<file path="src/rtl/touch_point_sequencer_pkg.sv">
// Shared types and calibration constants for the LT24 touch point sequencer.
package touch_pkg;

  localparam int unsigned RAW_W  = 12;
  localparam int unsigned PIX_W  = 9;
  localparam int unsigned ACC_W  = 16;
  localparam int unsigned PROD_W = 25;

  localparam int unsigned X_MIN_DEF = 200;
  localparam int unsigned X_MAX_DEF = 3900;
  localparam int unsigned Y_MIN_DEF = 200;
  localparam int unsigned Y_MAX_DEF = 3900;
  localparam int unsigned H_RES_DEF = 240;
  localparam int unsigned V_RES_DEF = 320;

  typedef enum logic [1:0] {IDLE, SAMPLE, SCALE, OUTPUT} state_t;

  // Fixed-point gain (Q12) rounded up so the raw MAX lands on or past RES.
  function automatic int unsigned scale_factor(input int unsigned res,
                                               input int unsigned lo,
                                               input int unsigned hi);
    return (res * 4096 + (hi - lo) - 1) / (hi - lo);
  endfunction

endpackage

</file>
<file path="src/rtl/touch_point_sequencer_axis_scale.sv">
// Combinational raw-to-pixel mapping for one axis: clamp, offset, Q12 gain, saturate.
module touch_axis_scale
  import touch_pkg::*;
#(
  parameter int unsigned MIN = X_MIN_DEF,
  parameter int unsigned MAX = X_MAX_DEF,
  parameter int unsigned RES = H_RES_DEF
) (
  input  logic [RAW_W-1:0] avg,
  output logic [PIX_W-1:0] pix
);

  localparam int unsigned SCALE_K = scale_factor(RES, MIN, MAX);

  logic [RAW_W-1:0]  clamped;
  logic [PROD_W-1:0] prod;
  logic [PROD_W-1:0] shifted;

  always_comb begin
    clamped = avg;
    if (avg < RAW_W'(MIN))
      clamped = RAW_W'(MIN);
    else if (avg > RAW_W'(MAX))
      clamped = RAW_W'(MAX);
    prod    = PROD_W'(clamped - RAW_W'(MIN)) * PROD_W'(SCALE_K);
    shifted = prod >> 12;
    pix     = (shifted > PROD_W'(RES - 1)) ? PIX_W'(RES - 1) : shifted[PIX_W-1:0];
  end

endmodule

</file>
<file path="src/rtl/touch_point_sequencer.sv">
// Pen-down driven sampling, averaging and pixel scaling for the LT24 touch canvas.
// Optional TOUCH_JITTER_FILTER_EN suppresses points closer than MIN_DIST to the last one.
module touch_point_sequencer
  import touch_pkg::*;
#(
  parameter int unsigned LOG2_AVG      = 2,
  parameter int unsigned X_MIN         = X_MIN_DEF,
  parameter int unsigned X_MAX         = X_MAX_DEF,
  parameter int unsigned Y_MIN         = Y_MIN_DEF,
  parameter int unsigned Y_MAX         = Y_MAX_DEF,
  parameter int unsigned H_RES         = H_RES_DEF,
  parameter int unsigned V_RES         = V_RES_DEF,
  parameter int unsigned TIMEOUT_TICKS = 8,
  parameter int unsigned MIN_DIST      = 2
) (
  input  logic             clk,
  input  logic             reset,
  input  logic             sample_tick,
  input  logic             adc_penirq_n,
  input  logic             pos_ready,
  input  logic [RAW_W-1:0] x_pos,
  input  logic [RAW_W-1:0] y_pos,
  output logic             drv_en,
  output logic             point_valid,
  input  logic             point_ready,
  output logic [PIX_W-1:0] point_x,
  output logic [PIX_W-1:0] point_y,
  output logic             pen_down,
  output logic             stroke_end
);

  localparam int unsigned CNT_W  = LOG2_AVG + 1;
  localparam int unsigned TO_W   = $clog2(TIMEOUT_TICKS + 1);
  localparam int unsigned DIST_W = PIX_W + 1;
  localparam logic [CNT_W-1:0] LAST_SAMP = CNT_W'((1 << LOG2_AVG) - 1);
  localparam logic [TO_W-1:0]  LAST_TICK = TO_W'(TIMEOUT_TICKS - 1);

  if (LOG2_AVG < 1 || LOG2_AVG > 4 || X_MAX <= X_MIN || Y_MAX <= Y_MIN ||
      X_MAX > 4095 || Y_MAX > 4095 || H_RES > 512 || V_RES > 512 ||
      TIMEOUT_TICKS == 0 || MIN_DIST >= 1024) begin : g_bad_cfg
    $error("touch_point_sequencer: unsupported parameter set");
  end

  state_t            state;
  logic              pen_s1, pen_n_s;
  logic [ACC_W-1:0]  acc_x, acc_y;
  logic [CNT_W-1:0]  cnt;
  logic [TO_W-1:0]   tcnt;
  logic [RAW_W-1:0]  avg_x, avg_y;
  logic [PIX_W-1:0]  pix_x, pix_y;
  logic              skip;

  assign avg_x  = acc_x[LOG2_AVG +: RAW_W];
  assign avg_y  = acc_y[LOG2_AVG +: RAW_W];
  assign drv_en = sample_tick && (state == SAMPLE);

  touch_axis_scale #(.MIN(X_MIN), .MAX(X_MAX), .RES(H_RES)) u_scale_x (
    .avg (avg_x),
    .pix (pix_x)
  );

  touch_axis_scale #(.MIN(Y_MIN), .MAX(Y_MAX), .RES(V_RES)) u_scale_y (
    .avg (avg_y),
    .pix (pix_y)
  );

`ifdef TOUCH_JITTER_FILTER_EN
  // point_x/point_y double as the last emitted point of this stroke.
  logic              emitted;
  logic [PIX_W-1:0]  dx, dy;
  logic [DIST_W-1:0] dist;

  always_comb begin
    dx   = (pix_x >= point_x) ? pix_x - point_x : point_x - pix_x;
    dy   = (pix_y >= point_y) ? pix_y - point_y : point_y - pix_y;
    dist = {1'b0, dx} + {1'b0, dy};
    skip = emitted && (dist < DIST_W'(MIN_DIST));
  end
`else
  assign skip = 1'b0;
`endif

  always_ff @(posedge clk or posedge reset) begin
    if (reset) begin
      state       <= IDLE;
      pen_s1      <= 1'b1;
      pen_n_s     <= 1'b1;
      acc_x       <= '0;
      acc_y       <= '0;
      cnt         <= '0;
      tcnt        <= '0;
      point_valid <= 1'b0;
      point_x     <= '0;
      point_y     <= '0;
      pen_down    <= 1'b0;
      stroke_end  <= 1'b0;
`ifdef TOUCH_JITTER_FILTER_EN
      emitted     <= 1'b0;
`endif
    end else begin
      pen_s1     <= adc_penirq_n;
      pen_n_s    <= pen_s1;
      stroke_end <= 1'b0;
      case (state)
        IDLE: begin
`ifdef TOUCH_JITTER_FILTER_EN
          emitted <= 1'b0;
`endif
          if (!pen_n_s) begin
            state    <= SAMPLE;
            pen_down <= 1'b1;
            acc_x    <= '0;
            acc_y    <= '0;
            cnt      <= '0;
            tcnt     <= '0;
          end
        end
        SAMPLE: begin
          // A sample arriving on the expiring tick keeps the stroke alive.
          if (pos_ready) begin
            acc_x <= acc_x + ACC_W'(x_pos);
            acc_y <= acc_y + ACC_W'(y_pos);
            cnt   <= cnt + 1'b1;
            tcnt  <= '0;
            if (cnt == LAST_SAMP)
              state <= SCALE;
          end else if (sample_tick) begin
            if (tcnt == LAST_TICK) begin
              state      <= IDLE;
              stroke_end <= 1'b1;
              pen_down   <= 1'b0;
              acc_x      <= '0;
              acc_y      <= '0;
              cnt        <= '0;
              tcnt       <= '0;
            end else begin
              tcnt <= tcnt + 1'b1;
            end
          end
        end
        SCALE: begin
          if (skip) begin
            state <= SAMPLE;
            acc_x <= '0;
            acc_y <= '0;
            cnt   <= '0;
          end else begin
            state       <= OUTPUT;
            point_x     <= pix_x;
            point_y     <= pix_y;
            point_valid <= 1'b1;
`ifdef TOUCH_JITTER_FILTER_EN
            emitted     <= 1'b1;
`endif
          end
        end
        OUTPUT: begin
          if (point_ready) begin
            state       <= SAMPLE;
            point_valid <= 1'b0;
            acc_x       <= '0;
            acc_y       <= '0;
            cnt         <= '0;
          end
        end
        default: state <= IDLE;
      endcase
    end
  end

endmodule

</file>
<file path="config.mk">
export PLATFORM = sky130hd
export DESIGN_NAME = touch_point_sequencer
export DESIGN_NICKNAME = d
export VERILOG_FILES = /design/src/rtl/touch_point_sequencer_pkg.sv /design/src/rtl/touch_point_sequencer_axis_scale.sv /design/src/rtl/touch_point_sequencer.sv
export SDC_FILE = /design/constraint.sdc
export NUM_CORES = 1
export LEC_CHECK = 0
export BUFFER_PORTS_ARGS = -buffer_cell sky130_fd_sc_hd__buf_2
export CORE_UTILIZATION = 57
export CTS_CLUSTER_SIZE = 8
export DETAILED_ROUTE_END_ITERATION = 10
export PLACE_DENSITY_LB_ADDON = 0.1
export SYNTH_ARGS = -nofsm -noshare
export SYNTH_HDL_FRONTEND = slang
export SYNTH_HIERARCHICAL = 1
export SYNTH_SLANG_ARGS = --single-unit
</file>
<file path="constraint.sdc">
create_clock -name clk -period 9.9 [get_ports clk]
set_input_delay 1.98 -clock clk [delete_from_list [all_inputs] [get_ports clk]]
set_output_delay 1.98 -clock clk [all_outputs]
set_load 0.02 [all_outputs]
</file>
=== After elaboration in Yosys (flattened, before gate mapping) ===
Index checks and enable logic that the tools add are counted.

* Logic and storage cells: 92
* Register bits after elaboration: 64
* Input port bits: 30

* Multiply operators: 2
* Reduce and logical (&&, ||, !) cells: 9
* Eq/ne operators: 13
* Order comparisons: 6
* Muxes and demuxes: 43
* Bitwise operators: 1
* Add/sub/neg operators: 6

{| class="wikitable"
|+ Operators by type and width
! operator !! number
|-
| two-way mux 16 bit || 6
|-
| case mux 16 bit (3 select lines) || 2
|-
| two-way mux 12 bit || 4
|-
| adder 16 x 12 -> 16 bit || 2
|-
| subtractor 12 x 8 -> 13 bit, second input constant || 2
|-
| multiplier 25 x 8 -> 24 bit, second input constant || 1
|-
| multiplier 25 x 9 -> 25 bit, second input constant || 1
|-
| > comparator 12 bit, second input constant || 2
|-
| < comparator 12 x 8 -> 1 bit, second input constant || 2
|-
| two-way mux 9 bit || 2
|-
| two-way mux 4 bit || 4
|-
| two-way mux 3 bit || 5
|-
| AND reduction 5 bit || 3
|-
| > comparator 13 x 8 -> 1 bit, second input constant || 1
|-
| > comparator 13 x 9 -> 1 bit, second input constant || 1
|-
| two-way mux 2 bit || 6
|-
| two-way mux 1 bit || 9
|-
| case mux 3 bit (3 select lines) || 1
|-
| != test 2 bit, second input constant || 4
|-
| case mux 2 bit (4 select lines) || 1
|-
| case mux 4 bit (2 select lines) || 1
|-
| != test 3 x 2 -> 1 bit, second input constant || 2
|-
| adder 4 x 1 -> 4 bit, second input constant || 1
|-
| equality test 2 bit, second input constant || 2
|-
| 13 further kinds || 15
|}

=== Longest topological paths before layout ===
* Depth in word-level cells: 7
* Mapped depth: 29

=== By module ===
The synthesis kept the hierarchy.

{| class="wikitable"
|+ Modules (own cells, without submodules)
! module !! area an instance (µm²) !! cells each !! times used !! seq. area each (µm²)
|-
| touch_point_sequencer || 3489.6 || 331 || 1 || 1503.9
|-
| touch_axis_scale (u_scale_y) || 2663.8 || 329 || 1 || 0.0
|-
| touch_axis_scale (u_scale_x) || 1839.3 || 236 || 1 || 0.0
|}

=== Worst setup path after synthesis ===
OpenSTA, ideal clock, no wires.

* Path type: register to register
* From: register acc_y[8]
* To: register point_y[8]
* Data required time: 9.775 ns
* Stages on the path, launching flop included: 29
* Arrival: 6.794 ns
* Clock period less this slack: 6.919 ns
* Setup slack: 2.981 ns
* Cells stage by stage: dfrtp_1 > clkbuf_1 > nand2_1 > o21ai_0 > nand2_1 > nor2_1 > ha_1 > clkbuf_1 > nor3b_1 > o21ai_0 > a21oi_1 > a21oi_1 > inv_1 > xnor2_1 > ha_1 > fa_1 > fa_1 > inv_1 > fa_1 > inv_1 > ha_1 > or2_2 > or4_1 > buf_2 > a41oi_2 > a21oi_2 > or2_1 > nand2b_1 > mux2_2

* Longest elaborated chain between the ends: 7
* Elaborated cells between the ends (all ways): 8

{| class="wikitable"
|+ RTL lines
! element !! RTL line !! text
|-
| from (decl) || touch_point_sequencer.sv:46 || <nowiki>logic [ACC_W-1:0] acc_x, acc_y;</nowiki>
|-
| from (signal assigned) || touch_point_sequencer.sv:122 || <nowiki>acc_y <= acc_y + ACC_W'(y_pos);</nowiki>
|-
| > comparator 12 bit || touch_point_sequencer_axis_scale.sv:23 || <nowiki>else if (avg > RAW_W'(MAX))</nowiki>
|-
| two-way mux 12 bit || touch_point_sequencer_axis_scale.sv:23 ||
|-
| two-way mux 12 bit * || touch_point_sequencer_axis_scale.sv:21 || <nowiki>if (avg < RAW_W'(MIN))</nowiki>
|-
| subtractor 12 x 8 -> 13 bit * || touch_point_sequencer_axis_scale.sv:25 || <nowiki>prod = PROD_W'(clamped - RAW_W'(MIN)) * PROD_W'(SCALE_K);</nowiki>
|-
| multiplier 25 x 9 -> 25 bit * || touch_point_sequencer_axis_scale.sv:25 ||
|-
| > comparator 13 x 9 -> 1 bit || touch_point_sequencer_axis_scale.sv:27 || <nowiki>pix = (shifted > PROD_W'(RES - 1)) ? PIX_W'(RES - 1) : shifted[PIX_W-1:0];</nowiki>
|-
| two-way mux 9 bit * || touch_point_sequencer_axis_scale.sv:27 ||
|-
| net pix_y[8] || touch_point_sequencer.sv:50 || <nowiki>logic [PIX_W-1:0] pix_x, pix_y;</nowiki>
|-
| to (signal assigned) || touch_point_sequencer.sv:150 || <nowiki>point_y <= pix_y;</nowiki>
|-
| to (decl) || touch_point_sequencer.sv:27 || <nowiki>output logic [PIX_W-1:0] point_y,</nowiki>
|}

The timed path passes the listed nets; every way through them passes the cells marked *.
A chain may end at the register's enable or synchronous reset.

=== Final worst setup path ===
* From: register acc_y[8]
* To: register point_y[2]

Same word-level chain as after synthesis.

==> impl_metrics.py <==
metrics = {
    "sta": {
        "setup_tns_ns": 0,
        "hold_viol": 0,
        "setup_viol": 0,
        "period_share_pct": 75.8,
        "finalClockSkew_ns": 0.0105,
        "fin_crit_ns": 7.51,
        "maxSlewViolCount": 0,
        "layout_setup_ws_ns": 2.39,
        "relSlewSlack_pct": 29.2,
        "tightest_slew_ns": 1.06,
        "fmax_ghz": 0.133,
        "rsz0062_at_grt": "false",
    },
    "floorplan": {
        "core_area_sq_um": 13500,
        "floorplan.initialDensity_pct": 59.4,
        "ios": 52,
        "fp-row-count": 42,
        "dieWidth_um": 120,
        "die_h_um": 120,
        "dieArea_sq_um": 14500,
    },
    "yosys": {
        "yosysTopAreaCell": "ha_1",
        "synth.most_common_cell": "ha_1",
        "synth_top_cell_area_share_pct": 21.6,
        "synthTopCellsByCount": "ha_1, inv_1, nand2_1",
        "ys_top_cells_by_area": "ha_1, dfrtp_1, fa_1, inv_1, o21ai_0",
        "synth-seq-cells": 60,
        "synth_edf_count": 0,
        "syn-cell-area_sq_um": 7990,
        "yosysWarnings": 6,
        "async_flop_share_pct": 100,
        "ys_seq_area_share_pct": 18.8,
        "synthFlopType": "dfrtp_1",
        "syn_inst": 896,
        "avgSynthCellArea_sq_um": 8.92,
        "synth.distinct_cells": 86,
    },
    "detailed_routing": {
        "drc": 0,
        "vias_per_cell": 5.77,
        "detail-route-antenna-nets": 0,
        "vias": 6578,
        "dr.pass1.iters": 5,
        "finalWirelength_um": 16700,
        "drtIter0Drc": 472,
        "wl_per_cell_um": 14.7,
    },
    "clock_tree": {
        "path_clk_slew_ns": 0.06,
        "ctsResizeCount": 0,
        "cts_inserted_buffers": 9,
        "clockBufferDepth": 2,
        "ctsHtreeMaxLevel": 3,
        "clkLatencyLatePin_ns": 0.34,
        "ctsHoldBuffers": 0,
        "cts_setup_buffers": 0,
        "cts_root_buf": "clkbuf_16",
        "cts_tree": "yes",
        "clock_sinks": 60,
    },
    "critical_path": {
        "critical_path.max_stage_delay_ns": 0.56,
        "critPathKind": "flop to flop",
        "crit_buf_inv": 3,
        "path_max_fanout": 13,
        "timing.critical_path.from_type": "flop",
        "slowest_stage": "dfrtp_1",
        "crit_family": "adder cells",
        "required_ns": 10.11,
        "cp-end-kind": "flop",
        "cp.arrival_ns": 7.72,
    },
    "worst_hold_path": {
        "min_path_type": "flop to flop",
    },
    "global_route": {
        "grt_util_all_layers_pct": 25.2,
        "antenna_found_initial": 0,
        "grt_first_pass_wirelength_um": 29400,
        "grt_max_degree": 61,
        "grt_pass1_vias": 6368,
        "gr-total-overflow": 0,
    },
    "run": {
        "maxCapViolCount": 0,
    },
    "run_status": {
        "outcome": "complete, no violations",
    },
    "finish": {
        "area_delta_synth_final_pct": 9.85,
        "final_util_pct": 65.3,
        "fillers": 1171,
        "fin_nets": 1167,
        "drive_gt1_share_pct": 12.8,
        "n_antenna_cell": 0,
    },
    "placement": {
        "post-place-ws_ns": 2.49,
        "port-buffer-count": 51,
        "gp_congestion": 0.845,
        "dp_hpwl_um": 13400,
    },
}
cells in the final DEF, fill, tap and decap left out, types with 5 or more instances in the layout:
cell	count
a22o_1	7
a211oi_1	6
ha_1	138
o21a_1	7
o31ai_1	9
xor2_1	21
conb_1	26
fa_1	40
a21oi_1	48
nand2b_1	8
a21o_1	9
nor3_1	18
and2_1	14
or3_1	5
nor4_1	9
mux2_2	21
xnor2_1	28
dfrtp_1	58
buf_2	51
nor2_1	50
and3_1	9
clkbuf_16	9
o21ai_0	52
nand3_1	17
nand2_1	67
inv_1	93
nor2b_1	9
a31oi_1	11
nand4_1	7
final timing paths:
kind	from	endpoint	slack, ns	cells past startpoint
worst max-delay path	acc_y[8]	point_y[2]	2.39	25
worst min-delay path	pen_s1	pen_n_s	0.38	0
worst max register to register	acc_y[8]	point_y[2]	2.39	25
worst min register to register	pen_s1	pen_n_s	0.38	0
max in group asynchronous	reset	point_x[6]	7.50	3
min in group asynchronous	reset	acc_y[6]	1.86	3
cell type report:
type	count	area, sq um	share of cell area [%]
well taps	176	220	2.51
clock buffers	11	253	2.88
inverters	96	360	4.10
clock inverters	5	58.8	0.670
flip-flops and latches	60	1500	17.1
repair buffers	53	270	3.08
multi-input cells	739	6110	69.6
flip-flops by register name, indices dropped and copies added, names as in the netlist, 2 cells and up:
register  cells
point_y       9
point_x       9
acc_x        14
state         2
tcnt          4
acc_y        14
cnt           3
worst reg2reg max path, delay by kind of cell, from the launching register on:
kind,cells,cell delay [ns]
fa+ha+maj,6,2.46
xor+xnor,1,0.17
flops,1,0.56
buf+inv,3,0.27
compound gates,7,1.77
mux,1,0.27
simple gates,7,1.87
metal layers:
layer	track usage, %	up-vias	part of all wire, %
met5	0	-	0
met4	6.87	0	1.1
met1	35.3	3100	50
li1	-	3322	-
met3	3.96	18	3.8
met2	40.2	138	45
metrics by stage:
step	hold slack, ns	instances	area (sq um)
finish	0.380	1140	8780
global route	0.385	1140	8780
detailed placement	0.371	1124	8470
CTS	0.388	1140	8780
global placement	0.368	1124	8470
floorplan	0.345	918	8080
cell families after synthesis:
kind of cell / count (synthesis) / synth area share [%]
xor+xnor: 51 / 5.78
buf+inv: 119 / 5.73
compound gates: 214 / 18.5
mux: 24 / 3.33
simple gates: 246 / 16.1
fa+ha+maj: 178 / 31.6
other cells: 4 / 0.188
flops: 60 / 18.8
Power is left out: the tool's default activity adds up to more than one toggle a clock period on the data nets, which glitch-free logic cannot reach.
